$ cat src/rtl/pool2_ctrl_pkg.sv
// Shared LeNet dimension constants and the pool2 controller state encoding.
package pool2_ctrl_pkg;

    localparam int LENET_F4_W     = 10;
    localparam int LENET_F4_OUT_W = LENET_F4_W / 2;
    localparam int LENET_F4_RA_W  = 7;
    localparam int LENET_F5_WA_W  = 5;

    // Phase-0 issue to f5 write: 1 cycle RAM latency + 4 accumulate edges.
    localparam int POOL2_WEN_LAT  = 5;

    typedef enum logic [1:0] {
        ST_IDLE  = 2'd0,
        ST_RUN   = 2'd1,
        ST_FLUSH = 2'd2,
        ST_DONE  = 2'd3
    } pool2_state_e;

endpackage

$ cat src/rtl/pool2_addr_gen.sv
// Window/phase counters and f4 read-address arithmetic for 2x2 pooling.
module pool2_addr_gen
    import pool2_ctrl_pkg::*;
#(
    parameter int IN_W = LENET_F4_W,
    parameter int RA_W = LENET_F4_RA_W
) (
    input  logic            clk,
    input  logic            rst_n,
    input  logic            clr_i,
    input  logic            adv_i,
    output logic [RA_W-1:0] addr_o,
    output logic            phase0_o,
    output logic            last_o
);

    localparam int OUT_W = IN_W / 2;
    localparam int CW    = (OUT_W > 1) ? $clog2(OUT_W) : 1;
    localparam logic [CW-1:0] CMAX = CW'(OUT_W - 1);

    logic [1:0]      ph_q, ph_d;
    logic [CW-1:0]   c_q, c_d, r_q, r_d;
    logic [RA_W-1:0] base_q, base_d;
    logic [RA_W-1:0] offs;

    // base_q tracks 2r*IN_W+2c so no multiplier is needed.
    always_comb begin
        ph_d   = ph_q;
        c_d    = c_q;
        r_d    = r_q;
        base_d = base_q;
        if (clr_i) begin
            ph_d   = '0;
            c_d    = '0;
            r_d    = '0;
            base_d = '0;
        end else if (adv_i) begin
            ph_d = ph_q + 2'd1;
            if (ph_q == 2'd3) begin
                if (c_q == CMAX) begin
                    c_d = '0;
                    if (r_q == CMAX) begin
                        r_d    = '0;
                        base_d = '0;
                    end else begin
                        r_d    = r_q + 1'b1;
                        base_d = base_q + RA_W'(IN_W + 2);
                    end
                end else begin
                    c_d    = c_q + 1'b1;
                    base_d = base_q + RA_W'(2);
                end
            end
        end
    end

    always_comb begin
        case (ph_q)
            2'd0:    offs = '0;
            2'd1:    offs = RA_W'(1);
            2'd2:    offs = RA_W'(IN_W);
            default: offs = RA_W'(IN_W + 1);
        endcase
    end

    assign addr_o   = base_q + offs;
    assign phase0_o = (ph_q == 2'd0);
    assign last_o   = (ph_q == 2'd3) && (c_q == CMAX) && (r_q == CMAX);

    always_ff @(posedge clk) begin
        if (!rst_n) begin
            ph_q   <= '0;
            c_q    <= '0;
            r_q    <= '0;
            base_q <= '0;
        end else begin
            ph_q   <= ph_d;
            c_q    <= c_d;
            r_q    <= r_d;
            base_q <= base_d;
        end
    end

endmodule

$ cat src/rtl/pool2_ctrl.sv
// Pool2 sequencer: FSM plus the clr/wen delay pipeline aligned to the f4 read stream.
module pool2_ctrl
    import pool2_ctrl_pkg::*;
#(
    parameter int IN_W = LENET_F4_W,
    parameter int RA_W = LENET_F4_RA_W,
    parameter int WA_W = LENET_F5_WA_W
) (
    input  logic            clk,
    input  logic            rst_n,
    input  logic            pool2_start,
    output logic            pool2_busy,
    output logic            pool2_done,
    output logic            f4_ren,
    output logic [RA_W-1:0] f4_raddr,
    output logic            pool2_clr,
    output logic            f5_wen,
    output logic [WA_W-1:0] f5_waddr
);

    pool2_state_e state_q, state_d;
    logic         flush_q, flush_d;
    logic [POOL2_WEN_LAT:1] vld_pipe_q, vld_pipe_d;
    logic [WA_W-1:0] wcnt_q, wcnt_d;

    logic            ag_clr, ag_adv, ag_phase0, ag_last;
    logic [RA_W-1:0] ag_addr;

    pool2_addr_gen #(
        .IN_W (IN_W),
        .RA_W (RA_W)
    ) u_addr_gen (
        .clk      (clk),
        .rst_n    (rst_n),
        .clr_i    (ag_clr),
        .adv_i    (ag_adv),
        .addr_o   (ag_addr),
        .phase0_o (ag_phase0),
        .last_o   (ag_last)
    );

    always_comb begin
        state_d = state_q;
        flush_d = 1'b0;
        ag_clr  = 1'b0;
        ag_adv  = 1'b0;
        case (state_q)
            ST_IDLE: begin
                if (pool2_start) begin
                    state_d = ST_RUN;
                    ag_clr  = 1'b1;
                end
            end
            ST_RUN: begin
                ag_adv = 1'b1;
                if (ag_last) state_d = ST_FLUSH;
            end
            ST_FLUSH: begin
                flush_d = ~flush_q;
                if (flush_q) state_d = ST_DONE;
            end
            default: state_d = ST_IDLE;
        endcase
    end

    // Bit k is set k cycles after a phase-0 read: bit 1 = clr, top bit = wen.
    assign vld_pipe_d = {vld_pipe_q[POOL2_WEN_LAT-1:1], (state_q == ST_RUN) && ag_phase0};

    always_comb begin
        wcnt_d = wcnt_q;
        if (ag_clr)      wcnt_d = '0;
        else if (f5_wen) wcnt_d = wcnt_q + 1'b1;
    end

    assign f4_ren     = (state_q == ST_RUN);
    assign f4_raddr   = f4_ren ? ag_addr : '0;
    assign pool2_clr  = vld_pipe_q[1];
    assign f5_wen     = vld_pipe_q[POOL2_WEN_LAT];
    assign f5_waddr   = f5_wen ? wcnt_q : '0;
    assign pool2_busy = (state_q != ST_IDLE);
    assign pool2_done = (state_q == ST_DONE);

    always_ff @(posedge clk) begin
        if (!rst_n) begin
            state_q    <= ST_IDLE;
            flush_q    <= 1'b0;
            vld_pipe_q <= '0;
            wcnt_q     <= '0;
        end else begin
            state_q    <= state_d;
            flush_q    <= flush_d;
            vld_pipe_q <= vld_pipe_d;
            wcnt_q     <= wcnt_d;
        end
    end

endmodule

$ cat config.mk
export PLATFORM = sky130hd
export DESIGN_NAME = pool2_ctrl
export DESIGN_NICKNAME = d
export VERILOG_FILES = /design/src/rtl/pool2_ctrl_pkg.sv /design/src/rtl/pool2_addr_gen.sv /design/src/rtl/pool2_ctrl.sv
export SDC_FILE = /design/constraint.sdc
export NUM_CORES = 1
export LEC_CHECK = 0
export ABC_CLOCK_PERIOD_IN_PS = 2800
export BUFFER_PORTS_ARGS = -buffer_cell sky130_fd_sc_hd__clkbuf_2
export CAP_MARGIN = 20
export CORE_UTILIZATION = 57
export DETAILED_ROUTE_END_ITERATION = 10
export GPL_TIMING_DRIVEN = 0
export PLACE_DENSITY_LB_ADDON = 0.25
export SLEW_MARGIN = 30
export SYNTH_ARGS = -nofsm -noshare
export SYNTH_HDL_FRONTEND = slang
export SYNTH_SLANG_ARGS = --single-unit
$ cat constraint.sdc
create_clock -name clk -period 2.8 [get_ports clk]
set_input_delay 0.14 -clock clk [delete_from_list [all_inputs] [get_ports clk]]
set_output_delay 0.14 -clock clk [all_outputs]
set_load 0.05 [all_outputs]
==> flow_summary.yaml, run 1 <==
status:
  status: "finished, final reports clean"
power:
  cell_internal_pwr_uw: 585
  static-leakage-power_nw: 0.771
  worst_ir_drop_vdd_v: 0.000568
  net-switching-power_uw: 383
  totalPowerFinal_uw: 969
  power_frac_comb_pct: 36.3
  power_frac_clock_pct: 18.1
  seq_power_share_pct: 45.6
  netSwitchingFraction_pct: 39.6
  power_per_cell_area_mw_per_mm2: 536
synth:
  synth-warning-count: 0
  synth_area_mm2: 0.00163
  post-synth-top-area-cell: "dfxtp_1"
  ys_seq_area_share_pct: 33.1
  synth.distinct_cells: 43
  ys_seq_elements: 27
  synth.area.top_cells: "dfxtp_1 (33%), ha_1 (15%), and2_1 (5.8%)"
  syn_nets: 209
  postSynthAreaPerCell_um2: 8.82
  synth_top_area_share_pct: 33.1
  synthCells: 185
global_route:
  gr-total-overflow: 0
  grt_use_total_pct: 21.9
  grt_pass1_vias: 1324
  grt_antenna_before_repair: 0
  wire_length_of_the_first_global_routing_pass_mm: 5.54
  pin_count_of_the_biggest_net_entering_global_routing: 17
finish:
  syn2layout_area_growth_pct: 10.8
  seq_area_um2: 542
  antenna_cells: 0
  fin_area_mm2: 0.00181
  mostFrequentLayoutCells: "dfxtp_1 (26), ha_1 (20), nand2_1 (18)"
  share_of_cells_above_drive_strength_1_pct: 17.3
  multi_input_logic_area_mm2: 0.00100
  final_common_cell: "dfxtp_1"
  layout.filler_cells: 216
  final_net_count: 233
setup_path:
  worstPathCellList: "inv_1 > ha_1 > or2_2 > fa_1 > a31oi_2 > xnor2_1 > and2_1 > clkbuf_4"
  critPathTopFamily: "adder cells"
  critical_path_fanouts_max: 5
  r2r_cells: 6
  max_stage_delay_ns: 0.44
  worstSetupPathType: "reg -> out"
  worstSetupStartpointType: "flop"
  critical_path_buf_inv_count: 2
  cpMaxStageDelayCell: "fa_1"
  regToRegSetupSlack_ns: 1.07
  cp.arrival_ns: 2.49
  r2r_end: "u_addr_gen.base_q[3]"
  critPathRequiredTime_ns: 2.66
  rr_startpoint: "state_q[1]"
  worst_setup_path_end_kind: "primary output"
timing:
  tns_ns: 0
  final-setup-viol-count: 0
  post-route-min-period_ns: 2.63
  hold_viol: 0
  finClkSkew_ns: 0.00307
  finalMaxSlewViolations: 0
  unrepaired_setup_endpoints_after_global_routing: "no"
  timing.final.crit_share_pct: 93.9
  final_critical_path_setup_slack_ns: 0.172
  worst_hold_slack_ns: 0.105
  achievable-frequency_mhz: 381
clock_tree:
  cts.sinks: 27
  cts_htree_levels: 1
  clk-insertion-delay-late_ns: 0.33
  cts.hold.buffers_added: 0
  cts-root-buf: "clkbuf_4"
  tritoncts_clock_tree: "yes"
  cts_max_path_buffers: 2
  worst_setup_hold_path_clk_slew_ns: 0.15
  cts_buffers: 3
min_path:
  holdPathEnd: "vld_pipe_q[1]"
  worstHoldPathType: "in -> reg"
  holdCritStartpoint: "rst_n"
  hold-path-cell-count: 2
routing:
  drt_drc_violations_left: 0
  dr.first_iter.drc_count: 44
  finalWirelength_mm: 3.12
  first_pass_iters: 4
  num_vias: 1336
  ant_nets: 0
  route.detailed.wl_per_inst_um: 13.1
  drt_via_density: 5.59
die:
  design.die.area_mm2: 0.00308
  coreArea_mm2: 0.00273
  initial_utilization_pct: 59.7
  design.portCount: 20
  fp.dieH_um: 55.5
  fp.dieW_um: 55.5
  placementRows: 19
place:
  gpl.final_weighted_congestion: 0.764
  hpwlAfterDp_mm: 2.45
  placedInstanceArea_mm2: 0.00177
  port_buffers: 19
  detailedPlace.worstSlack_ns: 0.378
job:
  max_cap_violations: 0
[power by group through the flow]
stage,registers [mW],logic (mW),clock network [mW]
after floorplan,0.454,0.279,0
after global placement,0.445,0.343,0
after detailed placement,0.449,0.355,0
after CTS,0.441,0.356,0.181
after global routing,0.448,0.383,0.193
final,0.442,0.352,0.175
[through the flow]
step	util (%)	instances
2_1_floorplan	-	185
5_1_grt	66.1	239
6_report	66.1	239
3_3_place_gp	64.6	235
3_5_place_dp	64.6	235
4_1_cts	65.9	239
[synth_stat cells (all sizes together)]
cell type,n
nand2,19
and3,2
nor2b,1
nand4,1
clkbuf,2
buf,5
a22oi,1
dfxtp,27
nand3,4
nor2,15
and2b,1
nor3,2
a311oi,1
a2bb2oi,1
a32oi,1
o2111ai,1
mux2i,4
o21a,2
a211oi,2
ha,20
a21boi,2
inv,13
xnor2,5
nand4b,1
a21oi,9
nand3b,1
conb,1
xor2,4
or2,1
and2,17
a31oi,4
or3,4
a221oi,2
o41ai,1
fa,1
a311o,1
o21ai,6
[cell families after synthesis]
group           synth area share, %
flops                          33.1
compound gates                 14.8
other cells                   0.230
buf+inv                        5.75
simple gates                   22.2
fa+ha+maj                      16.6
xor+xnor                       4.83
mux                            2.45
[sequential cells by signal, indices dropped and copies added (netlist names)]
name / count
flush_q: 1
state_q: 2
u_addr_gen.base_q: 6
u_addr_gen.c_q: 3
u_addr_gen.ph_q: 2
u_addr_gen.r_q: 3
vld_pipe_q: 5
wcnt_q: 5
[area by class of cell]
class / instances / share of cell area, %
multi-input combinational: 138 / 55.5
sequential: 27 / 30.0
timing repair buffer: 19 / 5.54
inverter: 13 / 2.70
buffer: 7 / 2.49
tap: 31 / 2.15
clock buffer: 3 / 1.25
clock inverter: 1 / 0.415
[metal layers]
metal	wire, um	track usage (%)
met1	1340	25.0
met2	1680	41.7
met3	96	3.28
met4	9	6.43
met5	0	0
[timing repair]
action | in CTS | in global routing
setup endpoints to repair | 2 | 2
resized for setup | 2 | 3
buffers inserted | 0 | 0
gates cloned | 0 | 0
[worst max path at each step]
| stage | startpoint | end | slack (ns) | depth (start not counted) |
|---|---|---|---|---|
| floorplan | u_addr_gen.ph_q[0] | f4_raddr[6] | 0.19 | 7 |
| global placement | u_addr_gen.ph_q[0] | f4_raddr[6] | 0.40 | 8 |
| detailed placement | u_addr_gen.ph_q[0] | f4_raddr[6] | 0.38 | 8 |
| CTS | u_addr_gen.ph_q[0] | f4_raddr[6] | 0.01 | 8 |
| global route | u_addr_gen.ph_q[0] | f4_raddr[6] | 0.007 | 8 |
| finish | u_addr_gen.ph_q[0] | f4_raddr[4] | 0.17 | 8 |
Note: power is estimated with default switching activity, not from simulation.
==> run 2, diff against run 1 <==
GPL_TIMING_DRIVEN = default   (was 0)
==> flow_summary.yaml, run 2 (synthesis results as in run 1) <==
clock_tree:
  cts_buffers: 3
  cts_max_path_buffers: 2
  clk-insertion-delay-late_ns: 0.33
  cts-root-buf: "clkbuf_4"
  worst_setup_hold_path_clk_slew_ns: 0.16
  cts.sinks: 27
  cts_htree_levels: 1
  cts.hold.buffers_added: 0
  post-cts-setup-buffer-count: 0
  tritoncts_clock_tree: "yes"
timing:
  finalMaxSlewViolations: 0
  post-route-min-period_ns: 2.65
  timing_worst_slew_pin_value_ns: 0.652
  tns_ns: 0
  hold_viol: 0
  worst_hold_slack_ns: 0.169
  timing.final.crit_share_pct: 94.6
  timing.slew.headroom_pct: 56.4
  finClkSkew_ns: 0.00697
  final-setup-viol-count: 0
  unrepaired_setup_endpoints_after_global_routing: "no"
  achievable-frequency_mhz: 377
routing:
  first_pass_iters: 4
  drt_drc_violations_left: 0
  route.detailed.wl_per_inst_um: 12.8
  ant_nets: 0
  drt_via_density: 5.48
  finalWirelength_mm: 2.98
  dr.first_iter.drc_count: 25
  num_vias: 1272
global_route:
  grt_pass1_vias: 1225
  grt_use_total_pct: 20.4
  gr-total-overflow: 0
  pin_count_of_the_biggest_net_entering_global_routing: 20
  wire_length_of_the_first_global_routing_pass_mm: 5.13
  grt_antenna_before_repair: 0
die:
  fp.dieH_um: 55.5
  fp.dieW_um: 55.5
  placementRows: 19
  initial_utilization_pct: 59.7
  design.portCount: 20
  design.die.area_mm2: 0.00308
  coreArea_mm2: 0.00273
place:
  gpl.final_weighted_congestion: 0.799
  hpwlAfterDp_mm: 2.22
  placedInstanceArea_mm2: 0.00172
  port_buffers: 19
finish:
  top_regs: "u_addr_gen.base_q: 6 flops, vld_pipe_q: 5 flops, wcnt_q: 5 flops"
  post-route-util_pct: 64.8
  mostFrequentLayoutCells: "dfxtp_1 (26), ha_1 (20), nand2_1 (18)"
  layout.filler_cells: 235
  final_common_cell: "dfxtp_1"
  regMostFlops: "u_addr_gen.base_q"
  final_net_count: 226
  share_of_cells_above_drive_strength_1_pct: 15.4
  multi_input_logic_area_mm2: 0.00101
  syn2layout_area_growth_pct: 8.59
  max_reg_flops: 6
  antenna_cells: 0
  seq_area_um2: 542
  fin_area_mm2: 0.00177
power:
  power_per_cell_area_mw_per_mm2: 541
  static-leakage-power_nw: 0.743
  worst_ir_drop_vdd_v: 0.000633
setup_path:
  critical_path_fanouts_max: 5
  worstSetupStartpointType: "flop"
  worst_setup_path_end_kind: "primary output"
  worstSetupPathType: "reg -> out"
  cp.arrival_ns: 2.51
  critPathRequiredTime_ns: 2.66
status:
  status: "finished, final reports clean"
min_path:
  worstHoldPathType: "in -> reg"
job:
  max_cap_violations: 0
-- run 2: cell types whose count changed in the layout (fill, tap and decap cells not counted) --
cell,before,now
a31oi_2,1,0
buf_6,2,0
buf_2,3,0
clkbuf_1,2,0
a31oi_4,0,1
-- run 2: final timing paths --
path                                    startpoint  cells past startpoint  slack (ns)              endpoint
worst max-delay path            u_addr_gen.ph_q[0]                      8        0.15           f4_raddr[4]
worst min-delay path                         rst_n                      3        0.17            state_q[0]
worst max register to register          state_q[0]                      4        0.69  u_addr_gen.base_q[6]
worst min register to register       vld_pipe_q[2]                      1        0.46         vld_pipe_q[3]
-- run 2: area by class of cell --
class                      instances  area share [%]
tap                               31            2.19
clock inverter                     1           0.424
timing repair buffer              19            5.65
sequential                        27            30.6
inverter                          13            2.75
multi-input combinational        138            57.1
clock buffer                       3            1.27
-- run 2: metrics by stage --
stage / power [mW] / setup slack, ns / instances
6_report: 0.958 / 0.150 / 232
3_3_place_gp: 0.782 / 0.458 / 228
2_1_floorplan: 0.733 / 0.189 / 185
5_1_grt: 1.02 / 0.0289 / 232
4_1_cts: 0.966 / 0.0205 / 232
3_5_place_dp: 0.793 / 0.362 / 228
-- run 2: repair_timing --
| action | CTS | global route |
|---|---|---|
| endpoints found under the hold margin | 0 | 0 |
| resized for setup | 2 | 4 |
| endpoints found under the setup margin | 2 | 2 |
-- run 2: worst max-delay path, cell delays in order (launching register included) --
cell and delay, ns:
dfxtp_2 0.41, inv_1 0.08, ha_1 0.19, or2_2 0.30
fa_1 0.47, a31oi_4 0.24, xnor2_1 0.13, and2_1 0.15
clkbuf_4 0.23
-- run 2: metal layers --
metal | wire, um | share of wire (%) | up-vias | global-route usage, %
met3 | 101 | 3.4 | 4 | 2.81
met2 | 1450 | 49 | 25 | 35.3
met5 | 0 | 0 | - | 0
met1 | 1410 | 47 | 588 | 26.3
li1 | - | - | 655 | -
met4 | 24 | 0.81 | 0 | 6.07
-- run 2: power by group --
| group | leakage (nW) | switching (mW) | internal [mW] | total [mW] |
|---|---|---|---|---|
| clock network | 0.0139 | 0.122 | 0.0545 | 0.176 |
| registers | 0.219 | 0.0260 | 0.413 | 0.439 |
| logic | 0.510 | 0.230 | 0.113 | 0.343 |
| total | 0.743 | 0.378 | 0.580 | 0.958 |
